## config.mk

```make
export PLATFORM = sky130hd
export DESIGN_NAME = cic_comb_sequencer
export DESIGN_NICKNAME = d
export VERILOG_FILES = /design/src/rtl/cic_pkg.sv /design/src/rtl/cic_delay_bank.sv /design/src/rtl/cic_comb_sequencer.sv
export SDC_FILE = /design/constraint.sdc
export NUM_CORES = 1
export LEC_CHECK = 0
export CORE_AREA = 2 2 86 104
export DETAILED_ROUTE_END_ITERATION = 10
export DIE_AREA = 0 0 88 106
export DONT_BUFFER_PORTS = 1
export GPL_ROUTABILITY_DRIVEN = 0
export SLEW_MARGIN = 25
export SYNTH_ARGS = -nofsm -noshare
export SYNTH_HDL_FRONTEND = slang
export SYNTH_HIERARCHICAL = 1
export SYNTH_SLANG_ARGS = --single-unit
```

## constraint.sdc

```tcl
create_clock -name clock -period 2.9 [get_ports clock]
set_input_delay 0.29 -clock clock [delete_from_list [all_inputs] [get_ports clock]]
set_output_delay 0.29 -clock clock [all_outputs]
set_load 0.01 [all_outputs]
```

## src/rtl/cic_pkg.sv

```systemverilog
// Shared types and sizing helpers for the time-multiplexed CIC comb section.
package cic_pkg;

  typedef enum logic {
    IDLE = 1'b0,
    RUN  = 1'b1
  } comb_state_e;

  // Stage index width: $clog2(STAGES), never narrower than one bit.
  function automatic int idx_width(input int stages);
    return (stages > 1) ? $clog2(stages) : 1;
  endfunction

  function automatic int cnt_width(input int decim);
    return (decim > 1) ? $clog2(decim) : 1;
  endfunction

endpackage

```

## src/rtl/cic_delay_bank.sv

```systemverilog
// STAGES x WIDTH comb delay words: one asynchronous read port and one
// synchronous write port sharing the stage index, async clear of every word.
module cic_delay_bank
  import cic_pkg::*;
#(
  parameter  int WIDTH  = 8,
  parameter  int STAGES = 3,
  localparam int IW     = idx_width(STAGES)
) (
  input  logic             clock,
  input  logic             reset,
  input  logic             we_i,
  input  logic [IW-1:0]    idx_i,
  input  logic [WIDTH-1:0] wdata_i,
  output logic [WIDTH-1:0] rdata_o
);

  logic [WIDTH-1:0] mem_q [STAGES];

  // Delay word storage; only the addressed word is written.
  always_ff @(posedge clock or negedge reset) begin
    if (!reset) begin
      for (int s = 0; s < STAGES; s++) begin
        mem_q[s] <= '0;
      end
    end else begin
      for (int s = 0; s < STAGES; s++) begin
        if (we_i && (idx_i == IW'(s))) begin
          mem_q[s] <= wdata_i;
        end
      end
    end
  end

  // Read mux; an index past STAGES-1 cannot occur and reads as zero.
  always_comb begin
    rdata_o = '0;
    for (int s = 0; s < STAGES; s++) begin
      rdata_o = (idx_i == IW'(s)) ? mem_q[s] : rdata_o;
    end
  end

endmodule

```

## src/rtl/cic_comb_sequencer.sv

```systemverilog
// Serial CIC comb section: decimates by DECIM, then runs STAGES comb differences
// through one shared subtractor. Optional CIC_COMB_OVERRUN_EN adds overrun/clr_ovr.
module cic_comb_sequencer
  import cic_pkg::*;
#(
  parameter int WIDTH  = 8,
  parameter int STAGES = 3,
  parameter int DECIM  = 8
) (
  input  logic             clock,
  input  logic             reset,
  input  logic             ena,
  input  logic             in_valid,
  input  logic [WIDTH-1:0] x_in,
  output logic [WIDTH-1:0] y_out,
  output logic             out_valid,
`ifdef CIC_COMB_OVERRUN_EN
  output logic             overrun,
  input  logic             clr_ovr,
`endif
  output logic             busy
);

  localparam int IW = idx_width(STAGES);
  localparam int CW = cnt_width(DECIM);
  localparam logic [CW-1:0] CNT_LAST = CW'(DECIM - 1);
  localparam logic [IW-1:0] IDX_LAST = IW'(STAGES - 1);

  comb_state_e      state_q, state_d;
  logic [CW-1:0]    cnt_q, cnt_d;
  logic [IW-1:0]    idx_q, idx_d;
  logic [WIDTH-1:0] acc_q, acc_d;
  logic [WIDTH-1:0] y_q, y_d;
  logic             ov_q, ov_d;

  logic             accept_s;
  logic             hit_s;
  logic             drop_s;
  logic             dly_we_s;
  logic [WIDTH-1:0] dly_rd_s;
  logic [WIDTH-1:0] diff_s;

  assign accept_s = ena & in_valid;
  assign hit_s    = accept_s & (cnt_q == CNT_LAST);
  // A hit on any RUN cycle, including the last one, is lost.
  assign drop_s   = hit_s & (state_q == RUN);
  assign dly_we_s = ena & (state_q == RUN);
  assign diff_s   = acc_q - dly_rd_s;

  cic_delay_bank #(
    .WIDTH  (WIDTH),
    .STAGES (STAGES)
  ) u_delay_bank (
    .clock   (clock),
    .reset   (reset),
    .we_i    (dly_we_s),
    .idx_i   (idx_q),
    .wdata_i (acc_q),
    .rdata_o (dly_rd_s)
  );

  // State, counter and datapath registers.
  always_ff @(posedge clock or negedge reset) begin
    if (!reset) begin
      state_q <= IDLE;
      cnt_q   <= '0;
      idx_q   <= '0;
      acc_q   <= '0;
      y_q     <= '0;
      ov_q    <= 1'b0;
    end else begin
      state_q <= state_d;
      cnt_q   <= cnt_d;
      idx_q   <= idx_d;
      acc_q   <= acc_d;
      y_q     <= y_d;
      ov_q    <= ov_d;
    end
  end

  // Next-state logic: decimation count, comb sequencing and result capture.
  always_comb begin
    state_d = state_q;
    cnt_d   = cnt_q;
    idx_d   = idx_q;
    acc_d   = acc_q;
    y_d     = y_q;
    ov_d    = 1'b0;

    if (accept_s) begin
      cnt_d = (cnt_q == CNT_LAST) ? '0 : cnt_q + 1'b1;
    end else begin
      cnt_d = cnt_q;
    end

    if (ena) begin
      case (state_q)
        IDLE: begin
          if (hit_s) begin
            acc_d   = x_in;
            idx_d   = '0;
            state_d = RUN;
          end else begin
            state_d = IDLE;
          end
        end
        RUN: begin
          acc_d = diff_s;
          if (idx_q == IDX_LAST) begin
            y_d     = diff_s;
            ov_d    = 1'b1;
            idx_d   = '0;
            state_d = IDLE;
          end else begin
            idx_d   = idx_q + 1'b1;
          end
        end
        default: begin
          state_d = IDLE;
          idx_d   = '0;
        end
      endcase
    end else begin
      state_d = state_q;
    end
  end

  assign y_out     = y_q;
  assign out_valid = ov_q;
  assign busy      = (state_q == RUN);

`ifdef CIC_COMB_OVERRUN_EN
  logic ovr_q, ovr_d;

  // Sticky overrun; a simultaneous drop beats the clear. The clear is a
  // control-plane action and works whether or not ena is high.
  always_comb begin
    if (drop_s) begin
      ovr_d = 1'b1;
    end else if (clr_ovr) begin
      ovr_d = 1'b0;
    end else begin
      ovr_d = ovr_q;
    end
  end

  // Overrun flag register.
  always_ff @(posedge clock or negedge reset) begin
    if (!reset) begin
      ovr_q <= 1'b0;
    end else begin
      ovr_q <= ovr_d;
    end
  end

  assign overrun = ovr_q;
`endif

endmodule
```

==> results of run 1 <==
cell usage after synthesis, types with 2 or more instances:
| cell type | number | area (um2) |
|---|---|---|
| ha_1 | 9 | 113 |
| nand3_1 | 4 | 20.0 |
| nand4_1 | 2 | 12.5 |
| o2bb2ai_1 | 8 | 70.1 |
| nand3b_2 | 2 | 22.5 |
| or3_1 | 2 | 12.5 |
| mux2i_1 | 11 | 110 |
| a21oi_1 | 8 | 40.0 |
| a21boi_0 | 2 | 15.0 |
| o21ai_1 | 6 | 30.0 |
| clkbuf_1 | 3 | 11.3 |
| nor3b_1 | 2 | 15.0 |
| nor2_1 | 3 | 11.3 |
| a31oi_1 | 3 | 18.8 |
| nand2_1 | 26 | 97.6 |
| buf_2 | 3 | 15.0 |
| a21o_1 | 3 | 22.5 |
| mux2_2 | 26 | 293 |
| inv_1 | 12 | 45.0 |
| nor2b_1 | 3 | 18.8 |
| dfrtp_1 | 47 | 1180 |
| o21ai_0 | 9 | 45.0 |
| a211oi_1 | 2 | 15.0 |
| nor3_1 | 2 | 10.0 |
| xnor2_1 | 2 | 17.5 |
| o21a_1 | 2 | 15.0 |
| o31ai_1 | 2 | 15.0 |
metal layers:
metal,GRT usage [%],up-vias
li1,-,806
met1,15.3,787
met2,19.1,25
met3,1.94,6
met4,4.18,0
met5,0,-
state kept, by name, indices dropped and copies added, names as in the netlist:
| register | flops |
|---|---|
| u_delay_bank/mem_q | 24 |
| acc_q | 8 |
| y_out | 8 |
| cnt_q | 3 |
| idx_q | 2 |
| busy | 1 |
| out_valid | 1 |
logic make-up after synthesis:
family / after synthesis / share of synthesized area (%)
xor gates and xnor gates: 3 / 1.08
buffers and inverters: 21 / 3.84
and+or+nand+nor: 51 / 11.1
muxes: 38 / 17.0
AOI/OAI and AO/OA: 50 / 13.4
adders and majority gates: 10 / 5.43
DFF: 47 / 48.2
final timing paths:
path	to	start	depth (start not counted)	slack (ns)
min in group asynchronous	acc_q[7]	reset	2	0.50
max in group asynchronous	y_out[1]	reset	2	2.18
max	y_out[6]	idx_q[0]	10	0.36
max reg2reg	y_out[6]	idx_q[0]	10	0.36
min	acc_q[7]	ena	2	0.17
min reg2reg	u_delay_bank/mem_q[23]	u_delay_bank/mem_q[23]	1	0.51
worst max-delay path: stages (launching register included):
cell       delay [ns]
dfrtp_1          0.47
nor2b_1          0.29
o2bb2ai_1        0.16
ha_1             0.18
inv_1            0.06
fa_1             0.42
a211oi_1         0.23
o21bai_1         0.11
a21oi_1          0.27
xor2_1           0.18
o21ai_1          0.07
area by class of cell:
type / count / share of cell area (%)
sequential: 47 / 42.6
clock buffer: 5 / 2.49
tap: 117 / 5.30
timing repair buffer: 8 / 2.99
clock inverter: 3 / 2.45
multi-input combinational: 152 / 42.4
inverter: 13 / 1.77
power by group through the flow:
stage               clock network (mW)  registers [mW]  logic [mW]
global placement                     0            1.21        1.64
CTS                              0.587            1.21        1.71
global route                     0.614            1.25        1.90
detailed placement                   0            1.22        1.67
floorplan                            0            1.15        1.37
finish                           0.568            1.20        1.69
per-stage QoR:
step / power, mW / std cells / instance area (um2) / hold WS, ns
after floorplan: 2.51 / 220 / 2440 / -0.00559
after global placement: 2.85 / 335 / 2590 / -0.00196
after detailed placement: 2.89 / 335 / 2590 / -0.00223
after CTS: 3.50 / 345 / 2760 / 0.159
after global routing: 3.76 / 345 / 2760 / 0.174
final: 3.46 / 345 / 2760 / 0.167
==> results.md, run 1 <==
- Final hold vios: 0
- Post-CTS sizing: 0
- Total Wirelength: 4910 um
- Flop pwr share: 34.7%
- Tmin final: 2.54 ns
- Site row count: 37
- Combinational share of power: 48.9%
- Port Buf Inserts: 0
- CTS clk-pin slew, worst paths: 0.09 ns
- Cell Int Power: 2.07 mW
- Clock Path Buffers: 2
- Inserted Diodes: 0
- Slew @ Worst Pin: 0.472 ns
- CTS tree: yes
- Skew-Pair Late Insertion Delay: 0.30 ns
- Clock tree root buffer cell: clkbuf_8
- GRT Util Overall: 11.6%
- Layout Skew: 0.00536 ns
- Layout Utilization: 33.0%
- Endpoints failing setup: 0
- Hold_buf cts: 2
- Met3 WL: 135 um
- Clock tree sinks: 47
- I/O pins: 22
- Met2 wire length: 2470 um
- Yosys warns: 6
- Drt first pass iters: 4
- Height of the die: 106 um
- Mapped Cells: 220
- CP required: 3.09 ns
- First-pass GRT wire length: 8500 um
- MaxCap Viol Count: 0
- RSZ-0062 raised after global routing: no
- PwrDens: 1250 nW/um2
- Sw Pwr: 1.39 mW
- Max layer used: met4
- Final ANT Viol Nets: 0
- Dpl ws: 0.402 ns
- Final Max Slew Viols: 0
- Sw Ratio: 40.2%
- M1 WL: 2230 um
- Drc violations: 0
- Ratio of cells with drive above 1 in the final layout: 20.2%
- TNS Setup: 0 ns
- Width of the die: 88 um
- Sequential Area: 1180 um2
- # nets final: 249
- Most frequent cells in the layout: 47 x dfrtp_1, 26 x nand2_1, 26 x mux2_2
- Commonest non-fill, non-tap cell in the layout: dfrtp_1
- Largest net degree at the start of global routing: 48
- Core Box Area: 8380 um2
- Routed WL per cell: 14.2 um
- Critical-path maximum fanout: 6
- Critical path type: reg -> reg
- Multi-input gate area: 1170 um2
- H-tree levels: 2
- Syn nets: 242
- Via density: 4.71
- Setup Fix Bufs, Post-CTS: 0
- Asr flop ratio synth: 100%
- Mean Syn Cell Area: 11.1 um2
- Fin crit share: 87.6%
- Initial DRC count: 38
- Die ar.: 9330 um2
- Global route overflow: 0
- Seq/Total Area, Yosys: 48.2%
- Status: finished, final reports clean
- CTS buffer count: 5
- Synth cell types: 43
- Clk pwr share: 16.4%
- Layout fillers: 862
- Data arrival, critical path: 2.73 ns
- Netlist area before placement: 2440 um2
- CP Launch Type: flop
- Primary FF master, synth: dfrtp_1
- Pleak: 1.23 nW
- Worst rel slew slack: 68.5%
- Synthesis-to-layout area growth: 13.1%
- Vias: 1624
- Antenna violations before repair: 0
- Number of synthesized flops with an enable pin: 0
- Vias in the first global route: 1667
- Flops & latches, synth: 47
- Fmax: 0.393 GHz
- Initial core utilization: 29.1%
- Peak VDD IR: 692 uV
- HP Class: in -> reg
- Slack of the critical path: 0.358 ns
- Post-DP HPWL: 3570 um
- CP Capture Type: flop
Power figures use the tool's default switching activity.
==> run 2, diff against run 1 <==
Settings changed: SLEW_MARGIN 25 to not set.
==> results of run 2 <==
The final DEF is identical to that of run 1; final timing and power are the same.
